[src/rtl/mtr_drv_pkg.sv]
// mtr_drv_pkg: shared gate-FSM states, PWM period width and duty mapping for the motor driver.
package mtr_drv_pkg;
  typedef enum logic [1:0] {OFF, DEAD, HI, LO} nov_state_e;
  localparam int CNT_W = 11;
  localparam logic [10:0] DUTY_MID = 11'h400;
  // Clamp to +/-0x3FF so duty stays in 0x001..0x7FF, then offset by mid-scale.
  function automatic logic [10:0] duty_of(input logic signed [11:0] spd);
    logic signed [11:0] s;
    s = (spd > 12'sh3FF) ? 12'sh3FF : (spd < -12'sh3FF) ? -12'sh3FF : spd;
    return 11'(s) + DUTY_MID;
  endfunction
endpackage

[src/rtl/nonoverlap.sv]
// nonoverlap: per-channel gate FSM inserting NONOVERLAP dead cycles around every raw PWM edge.
module nonoverlap
  import mtr_drv_pkg::*;
#(
  parameter logic [5:0] NONOVERLAP = 6'h20
) (
  input  logic clk,
  input  logic rst_n,
  input  logic i_en,
  input  logic i_raw,
  output logic o_pwm1,
  output logic o_pwm2
);
  nov_state_e r_st;
  logic [5:0] r_tmr;
  logic       r_prev, r_pwm1, r_pwm2;
  assign o_pwm1 = r_pwm1;
  assign o_pwm2 = r_pwm2;
  // Timer holds the number of cycles already spent in DEAD, so it starts at 1 on entry.
  always_ff @(posedge clk or negedge rst_n)
    if (!rst_n) begin
      r_st   <= OFF;
      r_tmr  <= '0;
      r_prev <= 1'b0;
      r_pwm1 <= 1'b0;
      r_pwm2 <= 1'b0;
    end else begin
      r_prev <= i_raw;
      if (!i_en) begin
        r_st   <= OFF;
        r_tmr  <= '0;
        r_pwm1 <= 1'b0;
        r_pwm2 <= 1'b0;
      end else
        case (r_st)
          OFF: begin
            r_st  <= DEAD;
            r_tmr <= 6'd1;
          end
          DEAD:
            if (i_raw != r_prev) r_tmr <= 6'd1;
            else if (r_tmr == NONOVERLAP) begin
              r_st   <= i_raw ? HI : LO;
              r_pwm1 <= i_raw;
              r_pwm2 <= !i_raw;
            end else r_tmr <= r_tmr + 6'd1;
          HI, LO:
            if (i_raw != (r_st == HI)) begin
              r_st   <= DEAD;
              r_tmr  <= 6'd1;
              r_pwm1 <= 1'b0;
              r_pwm2 <= 1'b0;
            end
          default: r_st <= OFF;
        endcase
    end
endmodule

[src/rtl/mtr_drv.sv]
// mtr_drv: dual H-bridge PWM driver with saturated duty, period-aligned duty updates
// and dead-time insertion on every gate transition.
module mtr_drv
  import mtr_drv_pkg::*;
#(
  parameter logic [5:0] NONOVERLAP = 6'h20,
  parameter bit         FAST_SIM   = 1'b0
) (
  input  logic        clk,
  input  logic        rst_n,
  input  logic        en,
  input  logic [11:0] lft_spd,
  input  logic [11:0] rght_spd,
  output logic        lftPWM1,
  output logic        lftPWM2,
  output logic        rghtPWM1,
  output logic        rghtPWM2,
  output logic        pwm_sync
);
  localparam int W = FAST_SIM ? 8 : CNT_W;
  logic [W-1:0] r_cnt;
  logic [10:0]  r_lduty, r_rduty, w_lduty, w_rduty;
  logic         r_en_d, r_lraw, r_rraw, r_sync, w_latch;
  assign pwm_sync = r_sync;
  // New duty is visible to the comparator on the latch cycle itself, so an en rise starts cleanly.
  always_comb begin
    w_latch = en && (!r_en_d || (&r_cnt));
    w_lduty = w_latch ? duty_of(lft_spd) : r_lduty;
    w_rduty = w_latch ? duty_of(rght_spd) : r_rduty;
  end
  always_ff @(posedge clk or negedge rst_n)
    if (!rst_n) begin
      r_cnt   <= '0;
      r_en_d  <= 1'b0;
      r_lduty <= DUTY_MID;
      r_rduty <= DUTY_MID;
      r_lraw  <= 1'b0;
      r_rraw  <= 1'b0;
      r_sync  <= 1'b0;
    end else begin
      r_en_d  <= en;
      r_cnt   <= en ? r_cnt + W'(1) : '0;
      r_lduty <= w_lduty;
      r_rduty <= w_rduty;
      r_lraw  <= en && (r_cnt < w_lduty[10 -: W]);
      r_rraw  <= en && (r_cnt < w_rduty[10 -: W]);
      r_sync  <= en && (&r_cnt);
    end
  nonoverlap #(.NONOVERLAP(NONOVERLAP)) u_lft (
    .clk(clk), .rst_n(rst_n), .i_en(en), .i_raw(r_lraw), .o_pwm1(lftPWM1), .o_pwm2(lftPWM2)
  );
  nonoverlap #(.NONOVERLAP(NONOVERLAP)) u_rght (
    .clk(clk), .rst_n(rst_n), .i_en(en), .i_raw(r_rraw), .o_pwm1(rghtPWM1), .o_pwm2(rghtPWM2)
  );
endmodule
[config.mk]
export PLATFORM = sky130hd
export DESIGN_NAME = mtr_drv
export DESIGN_NICKNAME = d
export VERILOG_FILES = /design/src/rtl/mtr_drv_pkg.sv /design/src/rtl/nonoverlap.sv /design/src/rtl/mtr_drv.sv
export SDC_FILE = /design/constraint.sdc
export NUM_CORES = 1
export LEC_CHECK = 0
export ABC_CLOCK_PERIOD_IN_PS = 3500
export CAP_MARGIN = 0
export CORE_MARGIN = 5
export CORE_UTILIZATION = 49
export CTS_CLUSTER_DIAMETER = 40
export DETAILED_ROUTE_END_ITERATION = 7
export GPL_TIMING_DRIVEN = 0
export HOLD_SLACK_MARGIN = 0.05
export PLACE_DENSITY = 0.7
export SLEW_MARGIN = 25
export SYNTH_ARGS = -nofsm -noshare
export SYNTH_HDL_FRONTEND = slang
export SYNTH_HIERARCHICAL = 1
export SYNTH_SLANG_ARGS = --single-unit
[constraint.sdc]
create_clock -name clk -period 3.5 [get_ports clk]
set_input_delay 1.05 -clock clk [delete_from_list [all_inputs] [get_ports clk]]
set_output_delay 1.05 -clock clk [all_outputs]
set_load 0.01 [all_outputs]
Yosys cells after proc, flatten, opt, wreduce, memory -nomap -nowiden. Cells that the tools add are included.

Memory bits (writable): 0. Memories: 0. Output and inout bits: 5. Flip-flop bits (word level): 59. Latch bits: 0. Bits of input ports: 27. Logic and storage cells: 116. Bits in read-only memories: 0.

Order comparisons: 6. Shift-type cells: 0. Add/sub/neg operators: 5. Equality and inequality tests: 22. Reductions and logical operators: 19. Muxes and demuxes: 47. Multipliers: 0. Bitwise gates (word level): 0. Div/mod/pow operators: 0.

Operators by type and width (count): two-way mux 11 bit (7); two-way mux 6 bit (8); case mux 6 bit (3 select lines) (2); > comparator 12 x 11 -> 1 bit, second input constant (2); < comparator 12 x 11 -> 1 bit, second input constant (2); adder 11 bit, second input constant (2); < comparator 11 bit (2); two-way mux 1 bit (16); two-way mux 2 bit (8); adder 6 x 1 -> 6 bit, second input constant (2); equality test 6 bit, second input constant (2); inequality test 3 x 2 -> 1 bit, second input constant (4); case mux 2 bit (3 select lines) (2); adder 11 x 1 -> 11 bit, second input constant (1); AND reduction 11 bit (1); equality test 2 bit, second input constant (4); inequality test 4 x 3 -> 1 bit, second input constant (2); case mux 1 bit (2 select lines) (4); AND reduction 4 bit (2); inequality test 3 x 1 -> 1 bit, second input constant (2); inequality test 3 bit, second input constant (2); AND reduction 3 bit (2); equality test 2 x 1 -> 1 bit, second input constant (2); logical AND 1 bit (4); other kinds (6) (14).

Logic depth before layout (Yosys ltp). Gate-level depths: netlist (run 1).

Word-level depth: 7. Gate-level depth with buffers: 14. Mapped depth without buffers: 12.

Hierarchy. Netlist (run 1), hierarchy kept.

By module, submodules not included: mtr_drv (sequential area each 928.4 µm², area an instance 2183.3 µm², instances 1, cells an instance 234); nonoverlap (sequential area each 275.3 µm², area an instance 658.1 µm², instances 2, cells an instance 75).

Worst setup path before layout (run 1). Ideal clock, no wire load.

Path kind: in2reg. From: in lft_spd[5]. To: reg r_lraw. Setup time: 99 ps. Buffers on the path: 1. Stages on the path: 11. Arrival time: 3199 ps. Data required time: 3401 ps. Path slack: 201 ps. Cell sequence: nor4_1 nand3_1 a21bo_2 buf_1 a22oi_1 ha_1 a21o_1 a21o_1 a221oi_1 o21bai_1 a311oi_1.

Word-level cells in the longest chain between the ends: 7. Elaborated cells on any way between the ends: 8. Classes of those cells: add/sub (1); order compare (3); mux (3); reduce/logical (1).

RTL lines: from (decl) (RTL line mtr_drv.sv:12) `input logic [11:0] lft_spd,`; < comparator 12 x 11 -> 1 bit (RTL line mtr_drv_pkg.sv:9) `s = (spd > 12'sh3FF) ? 12'sh3FF : (spd < -12'sh3FF) ? -12'sh3FF : spd;`; two-way mux 11 bit (RTL line mtr_drv_pkg.sv:9); two-way mux 11 bit * (RTL line mtr_drv_pkg.sv:9); adder 11 bit * (RTL line mtr_drv_pkg.sv:10) `return 11'(s) + DUTY_MID;`; two-way mux 11 bit * (RTL line mtr_drv.sv:28) `w_lduty = w_latch ? duty_of(lft_spd) : r_lduty;`; < comparator 11 bit * (RTL line mtr_drv.sv:45) `r_lraw <= en && (r_cnt < w_lduty[10 -: W]);`; logical AND 1 bit * (RTL line mtr_drv.sv:45); to (signal assigned) (RTL line mtr_drv.sv:45); to (decl) (RTL line mtr_drv.sv:23) `logic r_en_d, r_lraw, r_rraw, r_sync, w_latch;`.

Mark *: on every way between the ends. The rest lies on a longest branch, timed or not. A chain may end at the register's enable or synchronous reset.

Final worst setup path (run 1).
From: in lft_spd[1]. To: reg r_lraw.

The elaborated chain is that of the path after synthesis.

==> results_dict.tcl, run 1 <==
set metrics [dict create \
    die_area_mm2 0.008932 \
    cp-start-kind "primary input" \
    first_pass_iters 4 \
    end_kind "flop" \
    post_cts_buffers 0 \
    drive_gt1_frac 0.1049 \
    die_h_um 94.51 \
    cp_max_fo 9 \
    grt_max_degree 35 \
    area_growth_pct 19.81 \
    grt_pass1_wl_um 12840 \
    p_switching_uw 432.7 \
    relSlewSlack 0.6567 \
    synthArstFlopShare 1.000 \
    p_int_uw 1158 \
    yosys_warnings 6 \
    synth_edf_count 0 \
    clkPwrFrac 0.357 \
    drt_wl_total_um 7648 \
    worstPathCellList "clkdlybuf4s50_1 -> nor4_4 -> nand3_1 -> a21bo_4 -> a22oi_2 -> ha_1 -> a21o_1 -> a21o_1 -> a221oi_2 -> o21bai_1 -> a311oi_2" \
    postSynthCellCount 384 \
    power_frac_comb 0.170 \
    drc_errors 0 \
    swShare 0.2721 \
    critPathArrivalTime_ns 3.65 \
    worst-path-buf-inv 1 \
    status "completed" \
    critical_path_class "primary input to flop" \
    max_cap_violations 0 \
    cts_tree "yes" \
    drv_slew 0 \
    min_period_ns 3.418 \
    post_drt_via_cell_ratio 5.528 \
    cts_made_buffers 9 \
    diodes 0 \
    place_congestion 0.8108 \
    first_iter_violations 80 \
    fin_cells 525 \
    design_area_mm2 0.004193 \
    gr-usage-all-layers 0.1847 \
    ant_nets 0 \
    initial_utilization 0.5095 \
    hold_path.class "flop to flop" \
    placedInstanceArea_mm2 0.003948 \
    hold-worst-slack_ns 0.3919 \
    globalRouteOverflowTotal 0 \
    hpwl_um 5618 \
    dieWidth_um 94.51 \
    dp_cells 512 \
    synth_seq_area_share 0.4226 \
    setup_viol 0 \
    cts_root_buffer "clkbuf_8" \
    grt_setup_unrepaired "true" \
    rows 30 \
    cp_common_cell "a21o_1" \
    power_leakage_uw 0.001849 \
    ir_worst_vdd_mv 0.1884 \
    syn-num-nets 436 \
    coreArea_mm2 0.006869 \
    netlist_area_mm2 0.003500 \
    finalHoldViolCount 0 \
    crit_slowest_cell "clkdlybuf4s50_1" \
    num_vias 2902 \
    skew_ns 0.01254 \
    final_nets 477 \
    synthTopCellsByArea "dfrtp_1 41%, ha_1 8.9%, nor2_1 6.9%, inv_1 3.9%, a22oi_1 3.4%" \
    synthTopCellsByCount "64 x nor2_1, 57 x dfrtp_1, 36 x inv_1" \
    first_global_vias 2815 \
    synth_most_common_cell "nor2_1" \
    synth.distinct_cells 48 \
    pwr_density_cell_mw_per_mm2 379.4 \
    ios 32 \
    io_buffer_count 31 \
    clk_latency_ns 0.34 \
    synth_seq_cells 59 \
    ys.flop_type "dfrtp_1" \
    synth_top_area_frac 0.4076 \
    synth_top_cell_by_area "dfrtp_1" \
    cp_top_family "compound AO/OA/AOI/OAI gates" \
    p_seq_frac 0.473 \
    clockBufferDepth 2 \
    critPathRequiredTime_ns 3.73 \
    htreeDepth 3 \
    tightest_slew_ns 0.5149 \
    max_freq_mhz 292.6 \
    post_drt_wl_per_cell_um 14.57 \
    max_stage_delay_ns 0.46 \
    period_share 0.9765 \
    syn_avg_cell_area_um2 9.114 \
    antenna_found_initial 0 \
    path_clk_slew_ns 0.06 \
    clock-sinks 59 \
    final_core_util 0.6104 \
]
-- placed cells by master (no fill, tap or decap), types with 3 or more instances in the layout --
| cell type | Yosys | final |
|---|---|---|
| o21a_1 | 4 | 4 |
| or3_1 | 3 | 3 |
| nor2_1 | 64 | 64 |
| ha_1 | 25 | 25 |
| a22oi_2 | 0 | 4 |
| xnor2_1 | 11 | 11 |
| a311o_1 | 4 | 4 |
| nand3_1 | 17 | 17 |
| a221oi_1 | 4 | 3 |
| a21oi_1 | 17 | 17 |
| buf_2 | 4 | 4 |
| nor4_1 | 7 | 4 |
| clkbuf_8 | 0 | 12 |
| nor2b_1 | 3 | 3 |
| a21o_1 | 5 | 5 |
| nand2_1 | 17 | 17 |
| and2_1 | 3 | 3 |
| clkbuf_1 | 7 | 6 |
| dfrtp_1 | 57 | 56 |
| a22oi_1 | 16 | 12 |
| o21ai_0 | 11 | 11 |
| a211oi_1 | 6 | 5 |
| nand2b_1 | 4 | 4 |
| clkbuf_2 | 2 | 5 |
| nor3_1 | 3 | 3 |
| nand4_1 | 5 | 5 |
| inv_1 | 36 | 36 |
| xor2_1 | 9 | 9 |
| clkdlybuf4s50_1 | 0 | 29 |
-- worst paths after layout --
kind                             from       endpoint  slack (ns)  cells past startpoint
min reg2reg                    r_rraw  u_rght/r_prev        0.39                      0
min                            r_rraw  u_rght/r_prev        0.39                      0
max                        lft_spd[1]         r_lraw        0.08                     11
max in group asynchronous       rst_n    r_lduty[10]        2.32                      2
max reg2reg                  r_cnt[1]         r_lraw        0.23                     12
min in group asynchronous       rst_n  u_rght/o_pwm1        0.61                      1
-- power by group through the flow --
| stage | Combinational, uW | Clock [uW] | Sequential, uW |
|---|---|---|---|
| after floorplan | 165 | 0 | 757 |
| after global placement | 250 | 0 | 762 |
| after detailed placement | 260 | 0 | 763 |
| after CTS | 266 | 581 | 752 |
| after global routing | 306 | 617 | 757 |
| final | 270 | 568 | 752 |
-- per-layer routing --
layer | global-route usage | vias to the layer above | routed length, um
met5 | 0 | - | 0
met4 | 0.09255 | 0 | 177
met3 | 0.03347 | 13 | 214
met2 | 0.3056 | 47 | 3804
met1 | 0.2318 | 1409 | 3452
li1 | - | 1433 | -
-- flip-flops by register name, indices dropped and copies added (netlist names), 2 cells and up --
register / flops
r_cnt: 11
u_lft/r_st: 2
r_lduty: 11
u_rght/r_st: 2
u_lft/r_tmr: 6
u_rght/r_tmr: 6
r_rduty: 11
-- per-stage QoR --
step	setup TNS (ns)	total power, uW	setup slack [ns]
5_1_grt	-0.06024	1680	-0.06024
3_3_place_gp	-30.17	1012	-1.121
6_report	0	1591	0.08215
4_1_cts	0	1598	0.009329
2_1_floorplan	0	922.0	0.2012
3_5_place_dp	-2.004	1023	-1.159
-- area by class of cell --
cell class              instances  area (um^2)
fillers                       572         2676
multi-input cells             271         1874
flip-flops and latches         59         1480
repair buffers                 32        325.3
clock buffers                  13        168.9
inverters                      36        135.1
well taps                      96        120.1
plain buffers                  16        78.83
clock inverters                 2        10.01
-- cell families after synthesis --
| family | after synthesis | synth area share |
|---|---|---|
| AND/OR/NAND/NOR | 136 | 0.1838 |
| AO/OA/AOI/OAI | 86 | 0.1788 |
| flip-flops | 59 | 0.4226 |
| buffers and inverters | 54 | 0.06221 |
| adder cells (fa/ha/maj) | 25 | 0.08938 |
| XOR/XNOR | 20 | 0.05005 |
| multiplexers | 4 | 0.01323 |
-- timing repair --
item	in CTS	in global routing
pin swaps	0	2
gates resized for setup	12	11
hold buffers	0	0
endpoints found under the setup margin	2	2
Note: power is estimated with default switching activity, not from simulation.
==> inputs of run 2 (changes only) <==
--- a/config.mk
+++ b/config.mk
@@ -13,7 +13,7 @@
 export DETAILED_ROUTE_END_ITERATION = 7
 export GPL_TIMING_DRIVEN = 0
 export HOLD_SLACK_MARGIN = 0.05
-export PLACE_DENSITY = 0.7
+export PLACE_DENSITY = 0.72
 export SLEW_MARGIN = 25
 export SYNTH_ARGS = -nofsm -noshare
 export SYNTH_HDL_FRONTEND = slang
==> results_dict.tcl, run 2 (synthesis gave the netlist of run 1 again) <==
set metrics [dict create \
    relSlewSlack 0.6586 \
    initial_utilization 0.5095 \
    cp-start-kind "primary input" \
    die_h_um 94.51 \
    finalHoldViolCount 0 \
    max_cap_violations 0 \
    max_freq_mhz 298.2 \
    antenna_found_initial 0 \
    dp_cells 512 \
    power_leakage_uw 0.001937 \
    area_growth_pct 22.06 \
    gr-usage-all-layers 0.1944 \
    ir_worst_vdd_mv 0.1696 \
    path_clk_slew_ns 0.06 \
    cts_tree "yes" \
    min_period_ns 3.353 \
    period_share 0.9581 \
    worstPathCellList "clkdlybuf4s50_1 -> nor4_2 -> nand3_1 -> a21bo_4 -> a22oi_2 -> ha_1 -> a21o_1 -> a21o_1 -> a221oi_2 -> o21bai_1 -> a311oi_2" \
    hpwl_um 5737 \
    hold_buffers 0 \
    diodes 0 \
    final_cell_mix "63 x nor2_1, 55 x dfrtp_1, 36 x inv_1" \
    skew_ns 0.005728 \
    grt_max_degree 39 \
    drc_errors 0 \
    htreeDepth 3 \
    cp_top_family "compound AO/OA/AOI/OAI gates" \
    max_stage_delay_ns 0.45 \
    tightest_slew_ns 0.5121 \
    worst-path-buf-inv 1 \
    critPathArrivalTime_ns 3.58 \
    clk_latency_ns 0.34 \
    design_area_mm2 0.004272 \
    globalRouteOverflowTotal 0 \
    ios 32 \
    end_kind "flop" \
    first_pass_iters 4 \
    placedInstanceArea_mm2 0.003948 \
    cts_root_buffer "clkbuf_8" \
    setup_slack_ns 0.1466 \
    fin_cells 532 \
    reg_top3 "r_cnt: 11 flops, r_lduty: 11 flops, r_rduty: 11 flops" \
    clock-sinks 59 \
    cp_common_cell "a21o_1" \
    critical_path_class "primary input to flop" \
    post_drt_via_cell_ratio 5.588 \
    hold-worst-slack_ns 0.3877 \
    hold_path.class "flop to flop" \
    post_drt_wl_per_cell_um 15.17 \
    final_common_cell "nor2_1" \
    final_nets 484 \
    pwr_density_cell_mw_per_mm2 374.3 \
    cts_made_buffers 9 \
    n_fill_cell 585 \
    dieWidth_um 94.51 \
    rows 30 \
    final_core_util 0.6219 \
    pre_cts_ws_ns -1.210 \
    setup_viol 0 \
    drive_gt1_frac 0.1216 \
    num_vias 2973 \
    first_iter_violations 160 \
    status "completed" \
    ant_nets 0 \
    drv_slew 0 \
    coreArea_mm2 0.006869 \
    place_congestion 0.8333 \
    first_global_vias 2999 \
    drt_wl_total_um 8073 \
    grt_pass1_wl_um 13560 \
    cp_max_fo 3 \
    critPathRequiredTime_ns 3.72 \
    die_area_mm2 0.008932 \
    io_buffer_count 31 \
    clockBufferDepth 2 \
    crit_slowest_cell "clkdlybuf4s50_1" \
]
run 2: changes by cell type in the layout (fill, tap and decap cells not counted), sizes merged:
cell,before,now
clkbuf,23,20
buf,9,19
clkdlybuf4s50,29,23
dlymetal6s2s,0,6
run 2: timing repair:
action	in CTS	in global routing
gates resized for setup	15	20
setup buffers	2	5
endpoints found under the setup margin	2	2
pin swaps	2	11
run 2: cell type report:
| type | instances | area, um^2 | share of cell area |
|---|---|---|---|
| multi-input combinational | 271 | 1881 | 0.4402 |
| tap | 96 | 120.1 | 0.02812 |
| clock inverter | 2 | 10.01 | 0.002343 |
| sequential | 59 | 1481 | 0.3468 |
| buffer | 16 | 78.83 | 0.01845 |
| timing repair buffer | 39 | 396.6 | 0.09285 |
| clock buffer | 13 | 168.9 | 0.03954 |
| inverter | 36 | 135.1 | 0.03163 |
run 2: power by group:
group / switching [uW] / internal, uW
clock: 256 / 309
sequential: 22.6 / 730
combinational: 157 / 125
total: 435 / 1160
run 2: routing by layer:
metal | part of all wire | global-route usage | vias up
li1 | - | - | 1446
met1 | 0.44 | 0.2429 | 1460
met2 | 0.51 | 0.3221 | 50
met3 | 0.027 | 0.03506 | 17
met4 | 0.020 | 0.09856 | 0
met5 | 0 | 0 | -
run 2: worst paths after layout:
path                       cells past startpoint  startpoint  slack [ns]       endpoint
setup / recovery                              11  lft_spd[9]        0.15         r_lraw
hold / removal                                 0      r_lraw        0.39   u_lft/r_prev
setup reg to reg                              12    r_cnt[1]        0.26         r_lraw
hold reg to reg                                0      r_lraw        0.39   u_lft/r_prev
max in group asynchronous                      2       rst_n        2.35    r_lduty[10]
min in group asynchronous                      1       rst_n        0.59  u_rght/o_pwm1
run 2: metrics by stage:
step	TNS [ns]	total power (uW)
finish	0	1599
global route	-0.01287	1681
CTS	0	1601
detailed placement	-2.099	1022
global placement	-30.08	1011
floorplan	0	922.0
==> inputs of run 3 (changes only) <==
--- a/config.mk
+++ b/config.mk
@@ -19,3 +19,4 @@
 export SYNTH_HDL_FRONTEND = slang
 export SYNTH_HIERARCHICAL = 1
 export SYNTH_SLANG_ARGS = --single-unit
+export TNS_END_PERCENT = 10
==> results of run 3 <==
The final DEF is identical to that of run 2; final timing and power are the same.
